==> src/rtl/seg7_multi_display_if.sv <==
// Handshake and display bundle for seg7_multi_display: value/mode in,
// segment pattern and status out.
interface seg7_multi_display_if #(
   parameter int DIGITS = 4,
   parameter int IN_W   = 14
);
   logic                  in_valid;
   logic                  in_ready;
   logic [IN_W-1:0]       in_value;
   logic                  mode_hex;
   logic                  lz_blank;
   logic                  blink_en;
   logic [7*DIGITS-1:0]   seg_out;
   logic                  overflow;
   logic                  upd;

   modport master (
      output in_valid, in_value, mode_hex, lz_blank, blink_en,
      input  in_ready, seg_out, overflow, upd
   );

   modport slave (
      input  in_valid, in_value, mode_hex, lz_blank, blink_en,
      output in_ready, seg_out, overflow, upd
   );
endinterface

==> src/rtl/seg7_multi_display.sv <==
// Multi-digit active-low 7-segment controller: hex or decimal (double-dabble)
// rendering, leading-zero blanking, overflow dashes and whole-display blink.
module seg7_multi_display #(
   parameter int DIGITS    = 4,
   parameter int IN_W      = 14,
   parameter int BLINK_DIV = 25000000
) (
   input  logic                 clk,
   input  logic                 rst,
   seg7_multi_display_if.slave  bus
);

   localparam int BCD_W = 4 * DIGITS;
   localparam int SEG_W = 7 * DIGITS;
   localparam int CNT_W = $clog2(IN_W + 1);
   localparam int BLK_W = $clog2(BLINK_DIV);

   localparam logic [6:0] SEG_BLANK = 7'b1111111;
   localparam logic [6:0] SEG_DASH  = 7'b0111111;

   typedef enum logic [1:0] {S_IDLE, S_CONV, S_DONE} state_t;

   function automatic logic [6:0] seg_code(input logic [3:0] nib);
      case (nib)
         4'h0: seg_code = 7'b1000000;
         4'h1: seg_code = 7'b1111001;
         4'h2: seg_code = 7'b0100100;
         4'h3: seg_code = 7'b0110000;
         4'h4: seg_code = 7'b0011001;
         4'h5: seg_code = 7'b0010010;
         4'h6: seg_code = 7'b0000010;
         4'h7: seg_code = 7'b1111000;
         4'h8: seg_code = 7'b0000000;
         4'h9: seg_code = 7'b0010000;
         4'hA: seg_code = 7'b0001000;
         4'hB: seg_code = 7'b0000011;
         4'hC: seg_code = 7'b0100111;
         4'hD: seg_code = 7'b0100001;
         4'hE: seg_code = 7'b0000110;
         default: seg_code = 7'b0001110;
      endcase
   endfunction

   state_t             state;
   logic [IN_W-1:0]    val_r;
   logic [BCD_W-1:0]   bcd_r;
   logic [CNT_W-1:0]   cnt;
   logic               hex_r;
   logic               lzb_r;
   logic               ovf_acc;
   logic [SEG_W-1:0]   disp_r;
   logic               overflow_r;
   logic               upd_r;
   logic [BLK_W-1:0]   blink_cnt;
   logic               phase;

   logic [BCD_W-1:0]       bcd_adj;
   logic [BCD_W+IN_W-1:0]  val_ext;
   logic [BCD_W-1:0]       nibs;
   logic                   ovf_next;
   logic [SEG_W-1:0]       disp_next;
   logic                   seen;
   logic [3:0]             nib;

   // NOTE: combinational blocks use blocking '=' and assign every output a default first, so no latch is inferred.
   always_comb begin
      bcd_adj = bcd_r;
      for (int i = 0; i < DIGITS; i++) begin
         if (bcd_r[4*i +: 4] >= 4'd5)
            bcd_adj[4*i +: 4] = bcd_r[4*i +: 4] + 4'd3;
      end
   end

   // Hex digits come straight from the captured value; bits above the display overflow.
   assign val_ext = {{BCD_W{1'b0}}, val_r};

   always_comb begin
      nibs      = hex_r ? val_ext[BCD_W-1:0] : bcd_r;
      ovf_next  = hex_r ? (|val_ext[BCD_W +: IN_W]) : ovf_acc;
      disp_next = '1;
      seen      = 1'b0;
      nib       = 4'h0;
      for (int i = DIGITS - 1; i >= 0; i--) begin
         nib = nibs[4*i +: 4];
         if (nib != 4'h0)
            seen = 1'b1;
         if (ovf_next)
            disp_next[7*i +: 7] = SEG_DASH;
         else if (lzb_r && !seen && (i != 0))
            disp_next[7*i +: 7] = SEG_BLANK;
         else
            disp_next[7*i +: 7] = seg_code(nib);
      end
   end

   // NOTE: sequential state uses non-blocking '<=' so every register samples pre-edge values.
   always_ff @(posedge clk or posedge rst) begin
      if (rst) begin
         state      <= S_IDLE;
         val_r      <= '0;
         bcd_r      <= '0;
         cnt        <= '0;
         hex_r      <= 1'b0;
         lzb_r      <= 1'b0;
         ovf_acc    <= 1'b0;
         disp_r     <= '1;
         overflow_r <= 1'b0;
         upd_r      <= 1'b0;
      end else begin
         upd_r <= 1'b0;
         case (state)
            S_IDLE: begin
               if (bus.in_valid) begin
                  val_r   <= bus.in_value;
                  hex_r   <= bus.mode_hex;
                  lzb_r   <= bus.lz_blank;
                  bcd_r   <= '0;
                  cnt     <= '0;
                  ovf_acc <= 1'b0;
                  state   <= bus.mode_hex ? S_DONE : S_CONV;
               end
            end
            S_CONV: begin
               // Shift {bcd_adj, val_r} left; a 1 leaving the BCD top means the value needs more digits.
               bcd_r   <= {bcd_adj[BCD_W-2:0], val_r[IN_W-1]};
               val_r   <= val_r << 1;
               ovf_acc <= ovf_acc | bcd_adj[BCD_W-1];
               cnt     <= cnt + 1'b1;
               if (cnt == CNT_W'(IN_W - 1))
                  state <= S_DONE;
            end
            S_DONE: begin
               disp_r     <= disp_next;
               overflow_r <= ovf_next;
               upd_r      <= 1'b1;
               state      <= S_IDLE;
            end
            default: state <= S_IDLE;
         endcase
      end
   end

   always_ff @(posedge clk or posedge rst) begin
      if (rst) begin
         blink_cnt <= '0;
         phase     <= 1'b0;
      end else if (blink_cnt == BLK_W'(BLINK_DIV - 1)) begin
         blink_cnt <= '0;
         phase     <= ~phase;
      end else begin
         blink_cnt <= blink_cnt + 1'b1;
      end
   end

   assign bus.in_ready = (state == S_IDLE);
   assign bus.seg_out  = (bus.blink_en && phase) ? {SEG_W{1'b1}} : disp_r;
   assign bus.overflow = overflow_r;
   assign bus.upd      = upd_r;

endmodule

==> src/flat_wrapper.sv <==
// flat-port wrapper written by rule: the top's interface ports become plain ports
module seg7_multi_display_flat 
#(
   parameter int DIGITS    = 4,
   parameter int IN_W      = 14,
   parameter int BLINK_DIV = 25000000
)
  (clk, rst, bus_in_valid, bus_in_value, bus_mode_hex, bus_lz_blank, bus_blink_en, bus_in_ready, bus_seg_out, bus_overflow, bus_upd);
  seg7_multi_display_if #(.DIGITS(DIGITS), .IN_W(IN_W)) bus_i ();
  input  logic clk;
  input  logic rst;
  input wire logic [$bits(bus_i.in_valid)-1:0] bus_in_valid;
  input wire logic [$bits(bus_i.in_value)-1:0] bus_in_value;
  input wire logic [$bits(bus_i.mode_hex)-1:0] bus_mode_hex;
  input wire logic [$bits(bus_i.lz_blank)-1:0] bus_lz_blank;
  input wire logic [$bits(bus_i.blink_en)-1:0] bus_blink_en;
  output wire logic [$bits(bus_i.in_ready)-1:0] bus_in_ready;
  output wire logic [$bits(bus_i.seg_out)-1:0] bus_seg_out;
  output wire logic [$bits(bus_i.overflow)-1:0] bus_overflow;
  output wire logic [$bits(bus_i.upd)-1:0] bus_upd;
  assign bus_i.in_valid = bus_in_valid;
  assign bus_i.in_value = bus_in_value;
  assign bus_i.mode_hex = bus_mode_hex;
  assign bus_i.lz_blank = bus_lz_blank;
  assign bus_i.blink_en = bus_blink_en;
  assign bus_in_ready = bus_i.in_ready;
  assign bus_seg_out = bus_i.seg_out;
  assign bus_overflow = bus_i.overflow;
  assign bus_upd = bus_i.upd;
  seg7_multi_display #(.DIGITS(DIGITS), .IN_W(IN_W), .BLINK_DIV(BLINK_DIV)) u_core (.clk(clk), .rst(rst), .bus(bus_i));
endmodule
==> config.mk <==
export PLATFORM = sky130hd
export DESIGN_NAME = seg7_multi_display_flat
export DESIGN_NICKNAME = d
export VERILOG_FILES = /design/src/rtl/seg7_multi_display_if.sv /design/src/rtl/seg7_multi_display.sv /design/src/flat_wrapper.sv
export SDC_FILE = /design/constraint.sdc
export NUM_CORES = 1
export LEC_CHECK = 0
export BUFFER_PORTS_ARGS = -buffer_cell sky130_fd_sc_hd__buf_4
export CORE_MARGIN = 2
export CORE_UTILIZATION = 40
export CTS_CLUSTER_DIAMETER = 50
export DETAILED_ROUTE_END_ITERATION = 8
export SETUP_SLACK_MARGIN = 0.15
export SLEW_MARGIN = 10
export SYNTH_ARGS = -nofsm -noshare
export SYNTH_HDL_FRONTEND = slang
export SYNTH_SLANG_ARGS = --single-unit
==> constraint.sdc <==
create_clock -name clk -period 4.4 [get_ports clk]
set_clock_uncertainty 0.05 [all_clocks]
set_input_delay 0.88 -clock clk [delete_from_list [all_inputs] [get_ports clk]]
set_output_delay 0.88 -clock clk [all_outputs]
set_load 0.005 [all_outputs]
; Word level (Yosys, flattened, before mapping)
; Memory sizes are Yosys's and may differ from the RTL's.
; Index checks and enable logic that the tools add are counted.
[totals]
ff_bits = 95
mem_bits_ro = 448
inputBits = 20
output_inout_bits = 31
elab_cells = 80
n_memories = 4
[memory_table]
columns = memory, depth, word_bits, read_ports, rd_clocked_by_memory_dff, wr, line
row1 = (name not given), 16, 7, 1, 0, 0, seg7_multi_display.sv:24  ; case (nib)
row2 = (name not given), 16, 7, 1, 0, 0, seg7_multi_display.sv:24
row3 = (name not given), 16, 7, 1, 0, 0, seg7_multi_display.sv:24
row4 = (name not given), 16, 7, 1, 0, 0, seg7_multi_display.sv:24
[op_classes]
add_sub_neg = 6
n_lt_le_gt_ge = 4
n_eq_ne = 6
mux = 31
bitwise = 2
n_reduce_logical = 15
[op_table]
columns = op, n
row1 = 7-bit 2-to-1 mux, 7
row2 = 16-bit 2-to-1 mux, 2
row3 = 16-bit case mux with 2 select lines, 1
row4 = 28-bit 2-to-1 mux, 1
row5 = 14-bit case mux with 2 select lines, 1
row6 = 25-bit by 1-bit adder with 25-bit output (second input constant), 1
row7 = 25-bit == test (second input constant), 1
row8 = 25-bit 2-to-1 mux, 1
row9 = 4-bit 2-to-1 mux, 5
row10 = 4-bit by 2-bit adder with 4-bit output (second input constant), 4
row11 = 4-bit by 3-bit greater-or-equal comparator with 1-bit output (second input constant), 4
row12 = 14-bit 2-to-1 mux, 1
row13 = 4-bit nonzero test, 3
row14 = 4-bit case mux with 2 select lines, 1
row15 = 1-bit 2-to-1 mux, 6
row16 = 2-bit 2-to-1 mux, 3
row17 = 2-bit AND reduction, 3
row18 = 4-bit by 1-bit adder with 4-bit output (second input constant), 1
row19 = 4-bit == test (second input constant), 1
row20 = 1-bit logical AND, 4
row21 = 2-bit case mux with 2 select lines, 1
row22 = 1-bit logical NOT, 3
row23 = 2-bit by 1-bit == test with 1-bit output (second input constant), 1
row24 = 2-bit == test (second input constant), 1
row25 = 7 further kinds, 7

; Longest topological paths before layout
[logic_depth]
word_depth = 9
ltp_mapped = 9
ltp_nobuf = 7

; Worst setup path after synthesis
; No wires, ideal clock.
[synth_path]
path_type = register to register
from = register u_core.hex_r
to = register u_core.disp_r[8]
setup_time_ps = 62
arrival_ps = 2318
required_ps = 4288
slack_ps = 1970
stages_incl_launch_ff = 9
n_path_buf = 2
synth_period_minus_slack_ps = 2430
path_cell_list = dfrtp_1 -> buf_2 -> buf_2 -> mux2i_1 -> ha_1 -> and3_1 -> nand4_1 -> o21ai_1 -> o32a_1
[synth_between]
elab_chain_cells = 9
elab_cells_between_ends = 13
classes_between = mux (7) / reduce/logical (5) / memory (1)
[synth_lines]
columns = item, line
row1 = start: declaration, seg7_multi_display.sv:48  ; logic hex_r;
row2 = start signal: assignment, seg7_multi_display.sv:115  ; hex_r <= bus.mode_hex;
row3 = 16-bit 2-to-1 mux, seg7_multi_display.sv:78  ; nibs = hex_r ? val_ext[BCD_W-1:0] : bcd_r;
row4 = 4-bit nonzero test, seg7_multi_display.sv:85  ; if (nib != 4'h0)
row5 = 1-bit 2-to-1 mux (3 in series), seg7_multi_display.sv:85
row6 = 1-bit logical NOT, seg7_multi_display.sv:89  ; else if (lzb_r && !seen && (i != 0))
row7 = 1-bit logical AND, seg7_multi_display.sv:89
row8 = 7-bit 2-to-1 mux, seg7_multi_display.sv:89
row9 = 7-bit 2-to-1 mux *, seg7_multi_display.sv:87  ; if (ovf_next)
row10 = end signal: assignment, seg7_multi_display.sv:133  ; disp_r <= disp_next;
row11 = end: declaration, seg7_multi_display.sv:51  ; logic [SEG_W-1:0] disp_r;
; Mark *: on every way between the ends. The rest lies on a longest branch, timed or not.
; A chain may end at the register's enable or synchronous reset.

; Worst setup path after layout
; Same ends and word-level chain as after synthesis.

==> results.sh <==
export IMPL_vias_per_cell=5.57
export IMPL_criticalPathCategory="flop to flop"
export IMPL_drv_cap=0
export IMPL_yosysSeqAreaShare_pct=42.1
export IMPL_timing_final_crit_period_ns=2.97
export IMPL_ios=51
export IMPL_layout_nets=692
export IMPL_vias=4558
export IMPL_reg2reg_depth=6
export IMPL_io_buffers=50
export IMPL_powerDensity_nw_per_um2=661
export IMPL_ys_warn_count=0
export IMPL_grt_busiest_layer="met1"
export IMPL_period_share_pct=67.6
export IMPL_clk_latency_ns=0.36
export IMPL_synth_fp_nets=651
export IMPL_hold_viol=0
export IMPL_final_fill_count=1329
export IMPL_dp_hpwl_um=9540
export IMPL_avgSynthCellArea_um2=9.65
export IMPL_htreeDepth=3
export IMPL_syn_area_um2=5720
export IMPL_dpl_cell_area_um2=6270
export IMPL_die_h_um=124
export IMPL_status="complete, no violations"
export IMPL_timing_rr_start="u_core.hex_r"
export IMPL_wl_per_cell_um=16.3
export IMPL_tns_ns=0
export IMPL_cts_tree="built"
export IMPL_timing_rr_end="u_core.disp_r[8]"
export IMPL_critPathLaunch="u_core.hex_r"
export IMPL_crit_fanout=23
export IMPL_setup_violations=0
export IMPL_final_max_slew_viol_count=0
export IMPL_coreArea_um2=13900
export IMPL_grt_max_degree=46
export IMPL_slew_headroom_pct=23.9
export IMPL_endpoint_kind="flop"
export IMPL_ctsResizeCount=0
export IMPL_post_route_cells_drive_above_1_share_pct=19.4
export IMPL_drc=0
export IMPL_tightest_slew_ns=1.11
export IMPL_routabilityCongestion=0.933
export IMPL_yosysUniqueCellTypes=59
export IMPL_clock_sinks=95
export IMPL_grt_util_met2_pct=26.8
export IMPL_r2r_slack_ns=1.43
export IMPL_synth_edf_count=0
export IMPL_ys_async_sr_fraction_pct=100
export IMPL_initial_core_util_pct=41.1
export IMPL_routed_wirelength_um=13300
export IMPL_rsz0062_at_grt="no"
export IMPL_holdBufCountCts=0
export IMPL_antenna_found_initial=0
export IMPL_diodes=0
export IMPL_cp_required_ns=4.65
export IMPL_area_delta_synth_final_pct=14.4
export IMPL_hold_class="primary input to async pin"
export IMPL_drt_first_iter_violations=307
export IMPL_cts_root_buf="clkbuf_16"
export IMPL_met1_usage_pct=27.8
export IMPL_yosys_most_used_dff="dfrtp_1"
export IMPL_grt_usage_pct=18.7
export IMPL_syn_instance_count=593
export IMPL_post_cts_setup_buffer_count=0
export IMPL_num_rows=43
export IMPL_use_met3_pct=3.89
export IMPL_cp_arrival_ns=3.23
export IMPL_cp_start_kind="flop"
export IMPL_clk_pin_slew_ns=0.06
export IMPL_dieWidth_um=124
export IMPL_p_leak_nw=2.93
export IMPL_firstDrtPassIters=5
export IMPL_fmax_ghz=0.336
export IMPL_gr_total_overflow=0
export IMPL_grt_pass1_vias=4306
export IMPL_dieArea_um2=15300
export IMPL_antenna_left=0
export IMPL_cts_buffer_depth=2
export IMPL_grt_pass1_wl_um=21900
export IMPL_ir_worst_vdd_uv=438
export IMPL_fin_area_um2=6550
export IMPL_cts_buffers=9
export IMPL_ys_ff_latch=95
## cell usage in the layout, fill, tap and decap left out, drive strengths merged, types with 5 or more instances in the layout
master and n:
mux2i 18, nand3 32, nor2 33, a32o 6
dfstp 28, o22a 11, inv 25, nand2 64
xnor2 14, a21oi 22, ha 38, nand2b 38
and3 7, nand4 8, o31ai 13, nor3 7
o32a 5, a31oi 6, dfrtp 67, clkinv 5
buf 57, mux2 14, o21ai 36, clkbuf 11
a22oi 12, xor2 9
## cell usage after synthesis (6+ instances only)
library cell,number,area (um2)
dfrtp_1,67,1680
nand2_1,64,240
ha_1,38,475
nand2b_1,38,238
o21ai_0,35,175
nor2_1,33,124
nand3_1,31,155
dfstp_2,28,736
inv_1,26,97.6
a21oi_1,21,105
clkbuf_1,20,75.1
mux2i_1,18,180
mux2_2,14,158
xnor2_1,14,123
o31ai_1,13,97.6
a22oi_1,12,90.1
o22a_1,11,96.3
xor2_1,9,78.8
and3_1,7,43.8
nand4_1,7,43.8
a31oi_1,6,37.5
a32o_1,6,60.1
nor3_1,6,30.0
## per-layer routing
metal | up-vias | routed length (um)
li1 | 2205 | -
met1 | 2234 | 6720
met2 | 106 | 5800
met3 | 13 | 631
met4 | 0 | 194
met5 | - | 0
## where the power goes
group          switching [mW]  internal, mW  leakage (nW)  total, mW
clock network           0.338         0.436         0.141      0.774
logic                    1.06         0.970          1.61       2.03
registers               0.283          1.24          1.17       1.52
total                    1.68          2.64          2.93       4.33
## how the worst max path moves through the flow
stage	to	cells past startpoint
after floorplan	u_core.bcd_r[0]	1
after global placement	bus_seg_out[3]	4
after detailed placement	bus_seg_out[3]	4
after CTS	bus_seg_out[3]	4
after global routing	u_core.disp_r[8]	6
final	u_core.disp_r[8]	6
## worst max-delay path, cell delays in order (launching register included)
cell and delay (ns):
dfrtp_1 0.92, mux2i_1 0.66, ha_1 0.28, and3_1 0.15, nand4_1 0.26, o21ai_1 0.39
o32a_1 0.21
## metrics by stage
step	hold WS [ns]	setup slack, ns	power, mW	cells	util (%)
after floorplan	0.391	1.04	2.91	593	-
after global placement	0.416	1.49	3.49	803	45.0
after detailed placement	0.420	1.43	3.56	803	45.0
after CTS	0.411	1.43	4.35	819	47.0
after global routing	0.422	1.06	4.67	819	47.0
final	0.412	1.43	4.33	819	47.0
## cells by family (layout without fill, tap and decap cells)
group,Yosys count,after routing,share of synthesized area (%)
AO/OA/AOI/OAI,129,129,15.2
XOR/XNOR,23,23,3.52
adder cells (fa/ha/maj),38,38,8.31
buffers and inverters,53,99,3.65
flip-flops,95,95,42.1
multiplexers,36,36,7.48
AND/OR/NAND/NOR,219,219,19.7
## sequential cells by signal, indices dropped and copies added (netlist names)
| name | count |
|---|---|
| u_core.bus.upd | 1 |
| u_core.lzb_r | 1 |
| u_core.blink_cnt | 25 |
| u_core.disp_r | 28 |
| u_core.cnt | 4 |
| u_core.state | 2 |
| u_core.bcd_r | 16 |
| u_core.bus.overflow | 1 |
| u_core.val_r | 14 |
| u_core.hex_r | 1 |
| u_core.ovf_acc | 1 |
| u_core.phase | 1 |
## area by class of cell
class                           instances  area [um2]  area share (%)
Multi-Input combinational cell        445        3100            47.4
Clock buffer                           11         233            3.55
Timing Repair Buffer                   57         428            6.53
Clock inverter                          5        48.8           0.745
Tap cell                              180         225            3.44
Sequential cell                        95        2410            36.8
Inverter                               26        98.8            1.51
No activity file was read; power rests on OpenSTA's default activity.
